## config.mk

```make
export PLATFORM = sky130hd
export DESIGN_NAME = issue_scoreboard
export DESIGN_NICKNAME = d
export VERILOG_FILES = /design/src/rtl/issue_scoreboard.sv
export SDC_FILE = /design/constraint.sdc
export NUM_CORES = 1
export LEC_CHECK = 0
export CAP_MARGIN = 20
export CORE_MARGIN = 5
export CORE_UTILIZATION = 47
export DETAILED_ROUTE_END_ITERATION = 10
export PLACE_DENSITY = 0.78
export SLEW_MARGIN = 15
export SYNTH_ARGS = -nofsm -noshare
export SYNTH_HDL_FRONTEND = slang
export SYNTH_SLANG_ARGS = --single-unit
```

## constraint.sdc

```tcl
create_clock -name clk -period 3.7 [get_ports clk]
set_clock_uncertainty 0.15 [all_clocks]
set_input_delay 0.925 -clock clk [delete_from_list [all_inputs] [get_ports clk]]
set_output_delay 0.925 -clock clk [all_outputs]
set_load 0.02 [all_outputs]
```

## src/rtl/issue_scoreboard.sv

```systemverilog
// Issue scoreboard: tracks pending register writes, stalls hazardous bundles,
// and forwards accepted bundles to the register file one cycle later.
module issue_scoreboard #(
  parameter int unsigned NFU = 2
) (
  input  logic             clk,
  input  logic             rst_n,
  input  logic             bundleValid,
  output logic             bundleReady,
  input  logic [NFU-1:0]   slotValid,
  input  logic [NFU-1:0]   slotWe,
  input  logic [NFU*5-1:0] slotDest,
  input  logic [NFU*5-1:0] slotSrc1,
  input  logic [NFU*5-1:0] slotSrc2,
  input  logic [NFU*5-1:0] slotSrc3,
  input  logic             flush,
  input  logic [NFU-1:0]   wbValid,
  input  logic [NFU*5-1:0] wbAddr,
  output logic [NFU-1:0]   enable,
  output logic [NFU*5-1:0] address1,
  output logic [NFU*5-1:0] address2,
  output logic [NFU*5-1:0] address3,
  output logic [NFU-1:0]   issueWe,
  output logic [NFU*5-1:0] issueDest,
  output logic             bundleError,
  output logic             stalled,
  output logic [31:0]      busy,
  output logic [15:0]      stallCount
);

  localparam int unsigned RW = 5;

  typedef enum logic {RUN = 1'b0, STALL = 1'b1} state_t;

  state_t      state, stateNext;
  logic        hazard;
  logic        dupDest;
  logic        accept;
  logic        issue;
  logic        stallInc;
  logic [31:0] setMask;
  logic [31:0] clrMask;

  // Hazards look only at registered busy, so same-bundle sources see pre-bundle state.
  always_comb begin
    hazard  = 1'b0;
    dupDest = 1'b0;
    for (int i = 0; i < int'(NFU); i++) begin
      if (slotValid[i]) begin
        if (busy[slotSrc1[i*RW +: RW]] || busy[slotSrc2[i*RW +: RW]] ||
            busy[slotSrc3[i*RW +: RW]])
          hazard = 1'b1;
        if (slotWe[i] && busy[slotDest[i*RW +: RW]])
          hazard = 1'b1;
      end
      for (int j = i + 1; j < int'(NFU); j++) begin
        if (slotValid[i] && slotWe[i] && slotValid[j] && slotWe[j] &&
            (slotDest[i*RW +: RW] == slotDest[j*RW +: RW]))
          dupDest = 1'b1;
      end
    end
  end

  assign bundleReady = !hazard && !flush;
  assign accept      = bundleValid && bundleReady;
  assign issue       = accept && !dupDest;
  assign stallInc    = bundleValid && hazard && !flush;

  // Busy update masks; set is applied after clear so it wins on collisions.
  always_comb begin
    setMask = '0;
    clrMask = '0;
    for (int i = 0; i < int'(NFU); i++) begin
      if (issue && slotValid[i] && slotWe[i])
        setMask[slotDest[i*RW +: RW]] = 1'b1;
      if (wbValid[i])
        clrMask[wbAddr[i*RW +: RW]] = 1'b1;
    end
  end

  always_ff @(posedge clk or negedge rst_n) begin
    if (!rst_n) state <= RUN;
    else        state <= stateNext;
  end

  always_comb begin
    stateNext = state;
    case (state)
      RUN:     if (stallInc)  stateNext = STALL;
      STALL:   if (!stallInc) stateNext = RUN;
      default: stateNext = RUN;
    endcase
  end

  assign stalled = (state == STALL);

  always_ff @(posedge clk or negedge rst_n) begin
    if (!rst_n) begin
      busy        <= '0;
      stallCount  <= '0;
      enable      <= '0;
      issueWe     <= '0;
      issueDest   <= '0;
      address1    <= '0;
      address2    <= '0;
      address3    <= '0;
      bundleError <= 1'b0;
    end else begin
      busy        <= flush ? 32'h0 : ((busy & ~clrMask) | setMask);
      bundleError <= accept && dupDest;
      enable      <= issue ? slotValid : '0;
      if (stallInc && (stallCount != 16'hFFFF))
        stallCount <= stallCount + 16'd1;
      if (issue) begin
        issueWe   <= slotWe;
        issueDest <= slotDest;
        address1  <= slotSrc1;
        address2  <= slotSrc2;
        address3  <= slotSrc3;
      end
    end
  end

endmodule

```

==> impl_metrics.tcl, run 1 <==
set metrics [dict create \
    outcome "finished with violations" \
    violations "setup timing" \
    n_antenna_cell 0 \
    dieWidth_um 132 \
    tritoncts "done" \
    ys_types 49 \
    gr-total-overflow 0 \
    cts_made_buffers 9 \
    synthArstFlopShare 1.00 \
    synth_fp_nets 744 \
    setup_ws_ps -227 \
    syn-instance-count 683 \
    rsz0062_at_grt "yes" \
    routabilityCongestion 0.953 \
    worstPathCellList "buf_2, mux4_2, o211ai_1, a21oi_2, nor4_4, nand4b_1, and2_4, nor3_4, buf_6" \
    port_buffers 154 \
    final_nets 1031 \
    dr.pass1.iters 5 \
    fmax_ghz 0.255 \
    avgSynthCellArea_um2 10.2 \
    clock_latency_ps 360 \
    drtAntennaViolNets 0 \
    first_iter_violations 909 \
    power_frac_comb 0.343 \
    crit_path_max_fanout 3 \
    grt_pass1_wl_um 44100 \
    period_share 1.06 \
    initial_utilization 0.478 \
    antenna_found_initial 0 \
    fillCellCount 1118 \
    critPathRequiredTime_ps 2620 \
    syn_to_final_growth_pct 48.8 \
    yosysSeqAreaShare 0.339 \
    hold_viol_final 0 \
    vias_per_cell 6.45 \
    cp_data_arrival_time_ps 2850 \
    drive_above_1_share 0.315 \
    utilization 0.711 \
    hp-class "reg -> reg" \
    grt_pass1_vias 7455 \
    synth.most_common_cell "dfrtp_1" \
    cts_root_buf "clkbuf_16" \
    setup_violations 1 \
    die-area_mm2 0.0173 \
    worstSetupPathType "in -> out" \
    critical-path-slowest-cell "mux4_2" \
    tightestPinTransition_ps 820 \
    totalWireLength_um 28600 \
    drc 0 \
    cts_max_path_buffers 2 \
    finalCriticalPeriod_ps 3930 \
    synth_ff_type "dfrtp_1" \
    synth.area.top_cells "dfrtp_1, mux4_2, mux2i_1" \
    syn-cell-area_mm2 0.00695 \
    io_pins 155 \
    vias 7475 \
    synth_top_cell_area_share 0.339 \
    die_h_um 132 \
    synth_edf_count 0 \
    p_leak_nw 4.36 \
    intPower_mw 2.26 \
    max_stage_delay_ps 500 \
    cap_violations 0 \
    fin_tns_setup_ps -227 \
    power_switching_mw 1.17 \
    yosysTopAreaCell "dfrtp_1" \
    grt_util_all_layers 0.321 \
    slew_headroom 0.453 \
    vdd_drop_max_uv 305 \
    rows 44 \
    clkSlewWorstSetupHoldPaths_ps 80 \
    p_sw_frac 0.341 \
    hold_buffers 0 \
    p_clk_frac 0.281 \
    hpwlAfterDp_um 21200 \
    cp_top_family "simple AND/OR/NAND/NOR gates" \
    slew_violations 0 \
    cts_max_level 3 \
    power.share.sequential 0.376 \
    cp-start-kind "input port" \
    timing.critical_path.buf_inv 2 \
    synth_common_cells "dfrtp_1, mux2i_1, mux2_2" \
    endpoint_kind "output pin" \
    grt_max_degree 87 \
    post_drt_wl_per_cell_um 24.7 \
    ys_warn_count 0 \
    core-area_mm2 0.0145 \
    cts_sinks 94 \
    p_per_area_mw_per_mm2 331 \
    ys_ff_latch 94 \
]
-- registers in the layout, summed over array words and instances (netlist names) --
register	cells
stalled	1
address2	10
issueWe	2
stallCount	16
address3	10
busy	32
issueDest	10
bundleError	1
enable	2
address1	10
-- metrics by stage --
stage	hold WS, ps	instances	instance area [um^2]	worst slack (ps)	power (mW)
global placement	325	1135	9840	-1230	2.43
finish	346	1159	10300	-227	3.42
detailed placement	334	1135	9840	-1240	2.45
floorplan	439	683	6990	1.50	1.84
CTS	349	1159	10300	-227	3.43
global route	360	1159	10300	-301	3.56
-- power by group through the flow --
stage                     sequential, mW  combinational, mW  clock [mW]
after floorplan                     1.48              0.364           0
after global placement              1.30               1.13           0
after detailed placement            1.31               1.15           0
after CTS                           1.29               1.17       0.976
after global routing                1.31               1.23        1.02
final                               1.29               1.17       0.962
-- repair_timing --
action | 4_1_cts | 5_1_grt
pin swaps | 20 | 5
cloned | 4 | 0
resized for setup | 89 | 13
setup endpoints to repair | 93 | 34
setup buffers | 4 | 0
-- layout by cell type (no fill, tap or decap), types with 5 or more instances in the layout --
| cell | n |
|---|---|
| nand3b_1 | 18 |
| o21ai_0 | 29 |
| nand4_1 | 5 |
| o22ai_1 | 39 |
| mux4_2 | 35 |
| nor3b_1 | 33 |
| nor4_1 | 7 |
| buf_4 | 151 |
| dlygate4sd2_1 | 10 |
| nand3_1 | 25 |
| buf_12 | 10 |
| buf_6 | 9 |
| nand2_1 | 32 |
| mux2_2 | 43 |
| nor2_1 | 31 |
| mux2i_1 | 71 |
| or3_1 | 12 |
| clkdlybuf4s50_1 | 127 |
| a22oi_1 | 11 |
| or3b_2 | 9 |
| clkbuf_16 | 9 |
| a31oi_1 | 9 |
| nand2b_1 | 7 |
| dfrtp_1 | 94 |
| xor2_1 | 17 |
| nor3_1 | 14 |
| a21oi_1 | 33 |
| inv_1 | 6 |
-- final timing paths --
path | from | to | slack (ps) | cells after the start
max in group asynchronous | rst_n | issueDest[2]$_DFFE_PN0N_ | 2270 | 2
min in group asynchronous | rst_n | address3[7]$_DFFE_PN0N_ | 480 | 1
setup reg to reg | busy[10]$_DFF_PN0_ | address3[8]$_DFFE_PN0N_ | 220 | 11
setup / recovery | slotSrc1[5] | bundleReady | -230 | 9
hold reg to reg | stallCount[7]$_DFFE_PN0P_ | stallCount[7]$_DFFE_PN0P_ | 350 | 1
hold / removal | stallCount[7]$_DFFE_PN0P_ | stallCount[7]$_DFFE_PN0P_ | 350 | 1
-- final cells by class --
class                           instances  area [um^2]  share of cell area
Sequential cell                        94         2350               0.227
Multi-Input combinational cell        539         4460               0.431
Tap cell                              184          230              0.0223
Clock buffer                            9          225              0.0218
Clock inverter                          7         80.1             0.00774
Timing Repair Buffer                  320         2970               0.287
Inverter                                6         22.5             0.00218
-- per-layer routing --
| layer | GRT usage | routed length [um] | up-vias |
|---|---|---|---|
| met5 | 0 | 0 | - |
| met4 | 0.130 | 1220 | 0 |
| met3 | 0.0696 | 2440 | 106 |
| met2 | 0.527 | 13700 | 489 |
| met1 | 0.413 | 11300 | 3664 |
| li1 | - | - | 3216 |
-- cell families after synthesis --
logic type      after synthesis  synth area share
simple gates                229             0.193
mux                         149             0.285
compound gates              141             0.124
flops                        94             0.339
buf+inv                      50            0.0337
xor+xnor                     19            0.0240
fa+ha+maj                     1           0.00180
Note: power is estimated with default switching activity, not from simulation.
==> run 2: changes to the inputs <==
--- a/config.mk
+++ b/config.mk
@@ -8,3 +8,3 @@
 export CAP_MARGIN = 20
-export CORE_MARGIN = 5
+export CORE_MARGIN = 3
 export CORE_UTILIZATION = 47
==> constraint.sdc (replaced) <==
create_clock -name clk -period 3.7 [get_ports clk]
set_clock_uncertainty 0.15 [all_clocks]
set_input_delay 0.74 -clock clk [delete_from_list [all_inputs] [get_ports clk]]
set_output_delay 0.74 -clock clk [all_outputs]
set_load 0.02 [all_outputs]
==> run 2 against run 1 <==
  * Largest cell class unchanged
  * The run now ends clean
  * Total power about the same
  * Clock power up 0.7%
  * Fmax up 6.6%
  * Sequential power about the same
  * Via count down 0.66%
  * Wire length down 1.6%
==> impl_metrics.tcl, run 2 (synthesized netlist as in run 1, its figures left out) <==
set metrics [dict create \
    outcome "finished, final reports clean" \
    cts_max_path_buffers 2 \
    timing.rr.start "busy[26]$_DFF_PN0_" \
    io_pins 155 \
    final_cells 1128 \
    largest_reg_flops 32 \
    regMostFlops "busy" \
    dp.cells 1095 \
    die-area_mm2 0.0163 \
    p_leak_nw 4.20 \
    p_per_area_mw_per_mm2 338 \
    rows 43 \
    top_layer "met4" \
    cap_violations 0 \
    register_area_mm2 0.00236 \
    cts_root_buf "clkbuf_16" \
    grt_util_all_layers 0.341 \
    total_power_mw 3.42 \
    cp-start-kind "input port" \
    post_drt_wl_per_cell_um 25.0 \
    utilization 0.714 \
    layout_commonest_cell "clkdlybuf4s50_1" \
    clkSlewWorstSetupHoldPaths_ps 70 \
    worstSetupPathType "in -> out" \
    endpoint_kind "output pin" \
    place_ws_ps -866 \
    power_switching_mw 1.16 \
    routabilityCongestion 0.935 \
    drive_above_1_share 0.299 \
    p_clk_frac 0.284 \
    cp_data_arrival_time_ps 2800 \
    grt_max_degree 48 \
    p_sw_frac 0.340 \
    clock_latency_ps 360 \
    dr.pass1.iters 6 \
    setup_ws_ps 15.0 \
    fmax_ghz 0.271 \
    fin_tns_setup_ps 0 \
    hpwlAfterDp_um 20100 \
    wl_met1_um 11000 \
    core-area_mm2 0.0141 \
    drc 0 \
    layout_common_cells "clkdlybuf4s50_1, buf_4, dfrtp_1" \
    placed_area_mm2 0.00952 \
    wl_met3_um 3040 \
    hp-class "in -> async" \
    fillCellCount 1025 \
    power_frac_comb 0.341 \
    slew_headroom 0.591 \
    r2r-end "issueDest[8]$_DFFE_PN0N_" \
    top_regs "busy x32, stallCount x16" \
    totalWireLength_um 28200 \
    setup_violations 0 \
    tritoncts "done" \
    rsz0062_at_grt "yes" \
    intPower_mw 2.26 \
    syn_to_final_growth_pct 45.4 \
    vias 7426 \
    crit_path_max_fanout 5 \
    multiInputGateArea_mm2 0.00445 \
    power.share.sequential 0.375 \
    cts_made_buffers 9 \
    die_h_um 128 \
    cts_max_level 3 \
    wl_met2_um 12800 \
    slew_violations 0 \
    vias_per_cell 6.58 \
    drtAntennaViolNets 0 \
    ff2ff_path_depth 12 \
    period_share 0.996 \
    grt_pass1_wl_um 42900 \
    first_iter_violations 931 \
    hold_ws_ps 229 \
    final_nets 1003 \
    initial_utilization 0.491 \
    vdd_drop_max_uv 367 \
    reg2reg_slack_ps 250 \
    critPathRequiredTime_ps 2810 \
    cts_sinks 94 \
    antenna_found_initial 0 \
    finalCriticalPeriod_ps 3690 \
    gr-total-overflow 0 \
    hold_viol_final 0 \
    grt_pass1_vias 7508 \
    tightestPinTransition_ps 613 \
    port_buffers 154 \
    stdcell_area_mm2 0.0101 \
    dieWidth_um 128 \
]
run 2: how the worst max path moves through the flow:
| stage | startpoint | to | slack (ps) | depth (start not counted) |
|---|---|---|---|---|
| 6_report | slotDest[5] | bundleReady | 10 | 10 |
| 3_3_place_gp | slotDest[5] | bundleReady | -810 | 10 |
| 2_1_floorplan | slotSrc2[0] | bundleReady | 160 | 6 |
| 4_1_cts | slotSrc2[1] | bundleReady | 6 | 10 |
| 3_5_place_dp | slotDest[5] | bundleReady | -870 | 10 |
| 5_1_grt | slotDest[5] | bundleReady | -40 | 10 |
run 2: power by group through the flow:
stage               sequential, mW  clock [mW]  combinational (mW)
finish                        1.28       0.969                1.17
global route                  1.31        1.03                1.23
CTS                           1.28       0.984                1.16
detailed placement            1.30           0                1.13
global placement              1.29           0                1.12
floorplan                     1.48           0               0.357
run 2: worst max-delay path: stages:
cell      delay (ps)
buf_8             90
buf_12           110
mux4_2           490
nand3b_1         170
a31oi_4          100
o31ai_2          290
nand4b_1         240
and2_4           240
nor3_2           150
buf_4            170
run 2: what timing repair did:
action | CTS | global route
gates resized for setup | 46 | 52
cloned | 4 | 1
hold buffers | 0 | 0
endpoints found under the setup margin | 74 | 23
buffers inserted | 7 | 5
pin swaps | 6 | 13
run 2: cell type report:
cell class              count  share of cell area
repair buffers            292               0.270
well taps                 180              0.0223
flip-flops and latches     94               0.234
diodes                      1            0.000248
clock inverters             7             0.00855
clock buffers               9              0.0223
multi-input cells         539               0.441
inverters                   6             0.00223
run 2: per-layer routing:
layer,GRT usage,up-vias
met2,0.529,538
met1,0.456,3604
met3,0.0807,113
met5,0,-
li1,-,3171
met4,0.157,0
==> run 3: changes to the inputs <==
- MAX_ROUTING_LAYER: default -> met4
- clock period: 3.7 -> 3.25 ns (I/O delays scaled with it)
==> run 3 against run 2 <==
  * The run now ends with setup timing left
  * Sequential share of layout area shrank 2.3 points
  * Via count up 11%
  * Worst hold slack got worse by 11 ps
  * Utilization grew 8.1 points
  * Sequential power up 16%
  * Final cell count up 6.1%
  * Cell area rose by 11%
==> impl_metrics.tcl, run 3 (synthesized netlist as in run 1, its figures left out) <==
set metrics [dict create \
    cp_top_family "simple AND/OR/NAND/NOR gates" \
    setup_ws_ps -323 \
    path_common_cell "mux2i_1" \
    die_h_um 128 \
    critical-path-slowest-cell "dfrtp_1" \
    clock_latency_ps 370 \
    grt_max_degree 57 \
    dieWidth_um 128 \
    place_ws_ps -1180 \
    cts_sinks 94 \
    cts_max_path_buffers 2 \
    gr-total-overflow 0 \
    max_stage_delay_ps 540 \
    setup_violations 83 \
    critPathRequiredTime_ps 2450 \
    hold_viol_final 0 \
    final_cells 1197 \
    cap_violations 0 \
    dr.pass1.iters 8 \
    grt_pass1_wl_um 47800 \
    die-area_mm2 0.0163 \
    cp_data_arrival_time_ps 2770 \
    post_drt_wl_per_cell_um 27.5 \
    violations "setup timing" \
    grt_pass1_vias 8052 \
    power_switching_mw 1.44 \
    hpwlAfterDp_um 21100 \
    slew_headroom 0.468 \
    vdd_drop_max_uv 370 \
    crit_path_max_fanout 6 \
    cts_root_buf "clkbuf_16" \
    ff2ff_path_depth 14 \
    tritoncts "done" \
    layout_common_cells "buf_4, clkdlybuf4s50_1, dfrtp_1" \
    port_buffers 154 \
    cp-start-kind "flip-flop" \
    power.share.sequential 0.361 \
    vias_per_cell 6.88 \
    drc 0 \
    clkSlewWorstSetupHoldPaths_ps 80 \
    grt_util_all_layers 0.397 \
    vias 8235 \
    slew_violations 0 \
    finalCriticalPeriod_ps 3570 \
    drtAntennaViolNets 0 \
    dp.cells 1135 \
    antenna_found_initial 0 \
    totalWireLength_um 32900 \
    p_sw_frac 0.350 \
    final_nets 1071 \
    reg2reg_slack_ps -320 \
    initial_utilization 0.491 \
    outcome "finished with violations" \
    top_regs "busy x32, stallCount x16" \
    intPower_mw 2.68 \
    tightestPinTransition_ps 797 \
    p_per_area_mw_per_mm2 366 \
    largest_reg_flops 32 \
    worstPathCellList "buf_4, mux2i_1, o22ai_2, nor4_2, mux2i_1, a221oi_2, a21boi_2, nor3_4, buf_6" \
    first_iter_violations 1131 \
    endpoint_kind "output pin" \
    io_pins 155 \
    p_clk_frac 0.268 \
    worst-path-stages 9 \
    p_leak_nw 4.76 \
    crit_path_end "bundleReady" \
    worstSetupPathType "reg -> out" \
    layout_commonest_cell "buf_4" \
    rsz0062_at_grt "yes" \
    drive_above_1_share 0.406 \
    power_frac_comb 0.371 \
    utilization 0.795 \
    r2r-end "address2[5]$_DFFE_PN0N_" \
    syn_to_final_growth_pct 61.9 \
    routabilityCongestion 0.981 \
    period_share 1.10 \
    cts_made_buffers 9 \
    cts_max_level 3 \
    hold_buffers 0 \
    regMostFlops "busy" \
    timing.critical_path.buf_inv 2 \
    hp-class "in -> async" \
    fmax_ghz 0.280 \
    core-area_mm2 0.0141 \
    crit_start "busy[3]$_DFF_PN0_" \
    rows 43 \
    timing.rr.start "busy[3]$_DFF_PN0_" \
]
[run 3: cell count changes in the layout (fill, tap and decap cells not counted), sizes merged, moves of 3 or more]
cell / before / now
inv: 9 / 12
buf: 141 / 212
dlygate4sd2: 3 / 9
clkbuf: 17 / 12
clkinv: 4 / 1
dlymetal6s2s: 8 / 2
[run 3: how the worst min path moves through the flow]
stage                               from                         to
6_report                           rst_n    address1[1]$_DFFE_PN0N_
2_1_floorplan                      rst_n    address1[0]$_DFFE_PN0N_
3_5_place_dp   stallCount[9]$_DFFE_PN0P_  stallCount[9]$_DFFE_PN0P_
4_1_cts                            rst_n    address1[1]$_DFFE_PN0N_
3_3_place_gp   stallCount[9]$_DFFE_PN0P_  stallCount[9]$_DFFE_PN0P_
5_1_grt                            rst_n    address1[1]$_DFFE_PN0N_
[run 3: timing repair]
action                                  CTS  global route
gates resized for setup                 192            76
buffers inserted                         33             6
cloned                                    8             2
pin swaps                                36            24
endpoints found under the setup margin   94            93
[run 3: per-stage QoR]
step | cell area [um^2] | power [mW] | TNS (ps) | hold slack (ps)
after floorplan | 7000 | 2.10 | -100 | 204
after global placement | 9860 | 2.75 | -82420 | 326
after detailed placement | 9860 | 2.79 | -85740 | 337
after CTS | 10900 | 4.04 | -12450 | 231
after global routing | 11200 | 4.25 | -22900 | 248
final | 11200 | 4.12 | -17970 | 218
[run 3: power by group through the flow]
| stage | Combinational (mW) | Clock [mW] | Sequential, mW |
|---|---|---|---|
| after global placement | 1.28 | 0 | 1.47 |
| final | 1.53 | 1.11 | 1.49 |
| after floorplan | 0.418 | 0 | 1.68 |
| after global routing | 1.58 | 1.17 | 1.50 |
| after detailed placement | 1.30 | 0 | 1.49 |
| after CTS | 1.46 | 1.11 | 1.47 |
[run 3: worst register-to-register path, delay by kind of cell (launching register included)]
kind,cells,cell delay [ps]
flops,1,540
compound gates,3,530
mux,3,710
simple gates,2,570
buf+inv,6,960
[run 3: final cells by class]
class / count / area, um^2
diodes: 2 / 5.00
clock buffers: 9 / 225
clock inverters: 7 / 68.8
fillers: 860 / 2900
inverters: 6 / 22.5
multi-input cells: 540 / 4900
flip-flops and latches: 94 / 2370
well taps: 180 / 225
repair buffers: 359 / 3430
[run 3: per-layer routing]
metal | vias up | wire (um) | global-route usage
li1 | 3308 | - | -
met1 | 4011 | 12100 | 0.500
met2 | 715 | 15200 | 0.605
met3 | 201 | 3510 | 0.0794
met4 | 0 | 2000 | 0.212
met5 | - | 0 | -
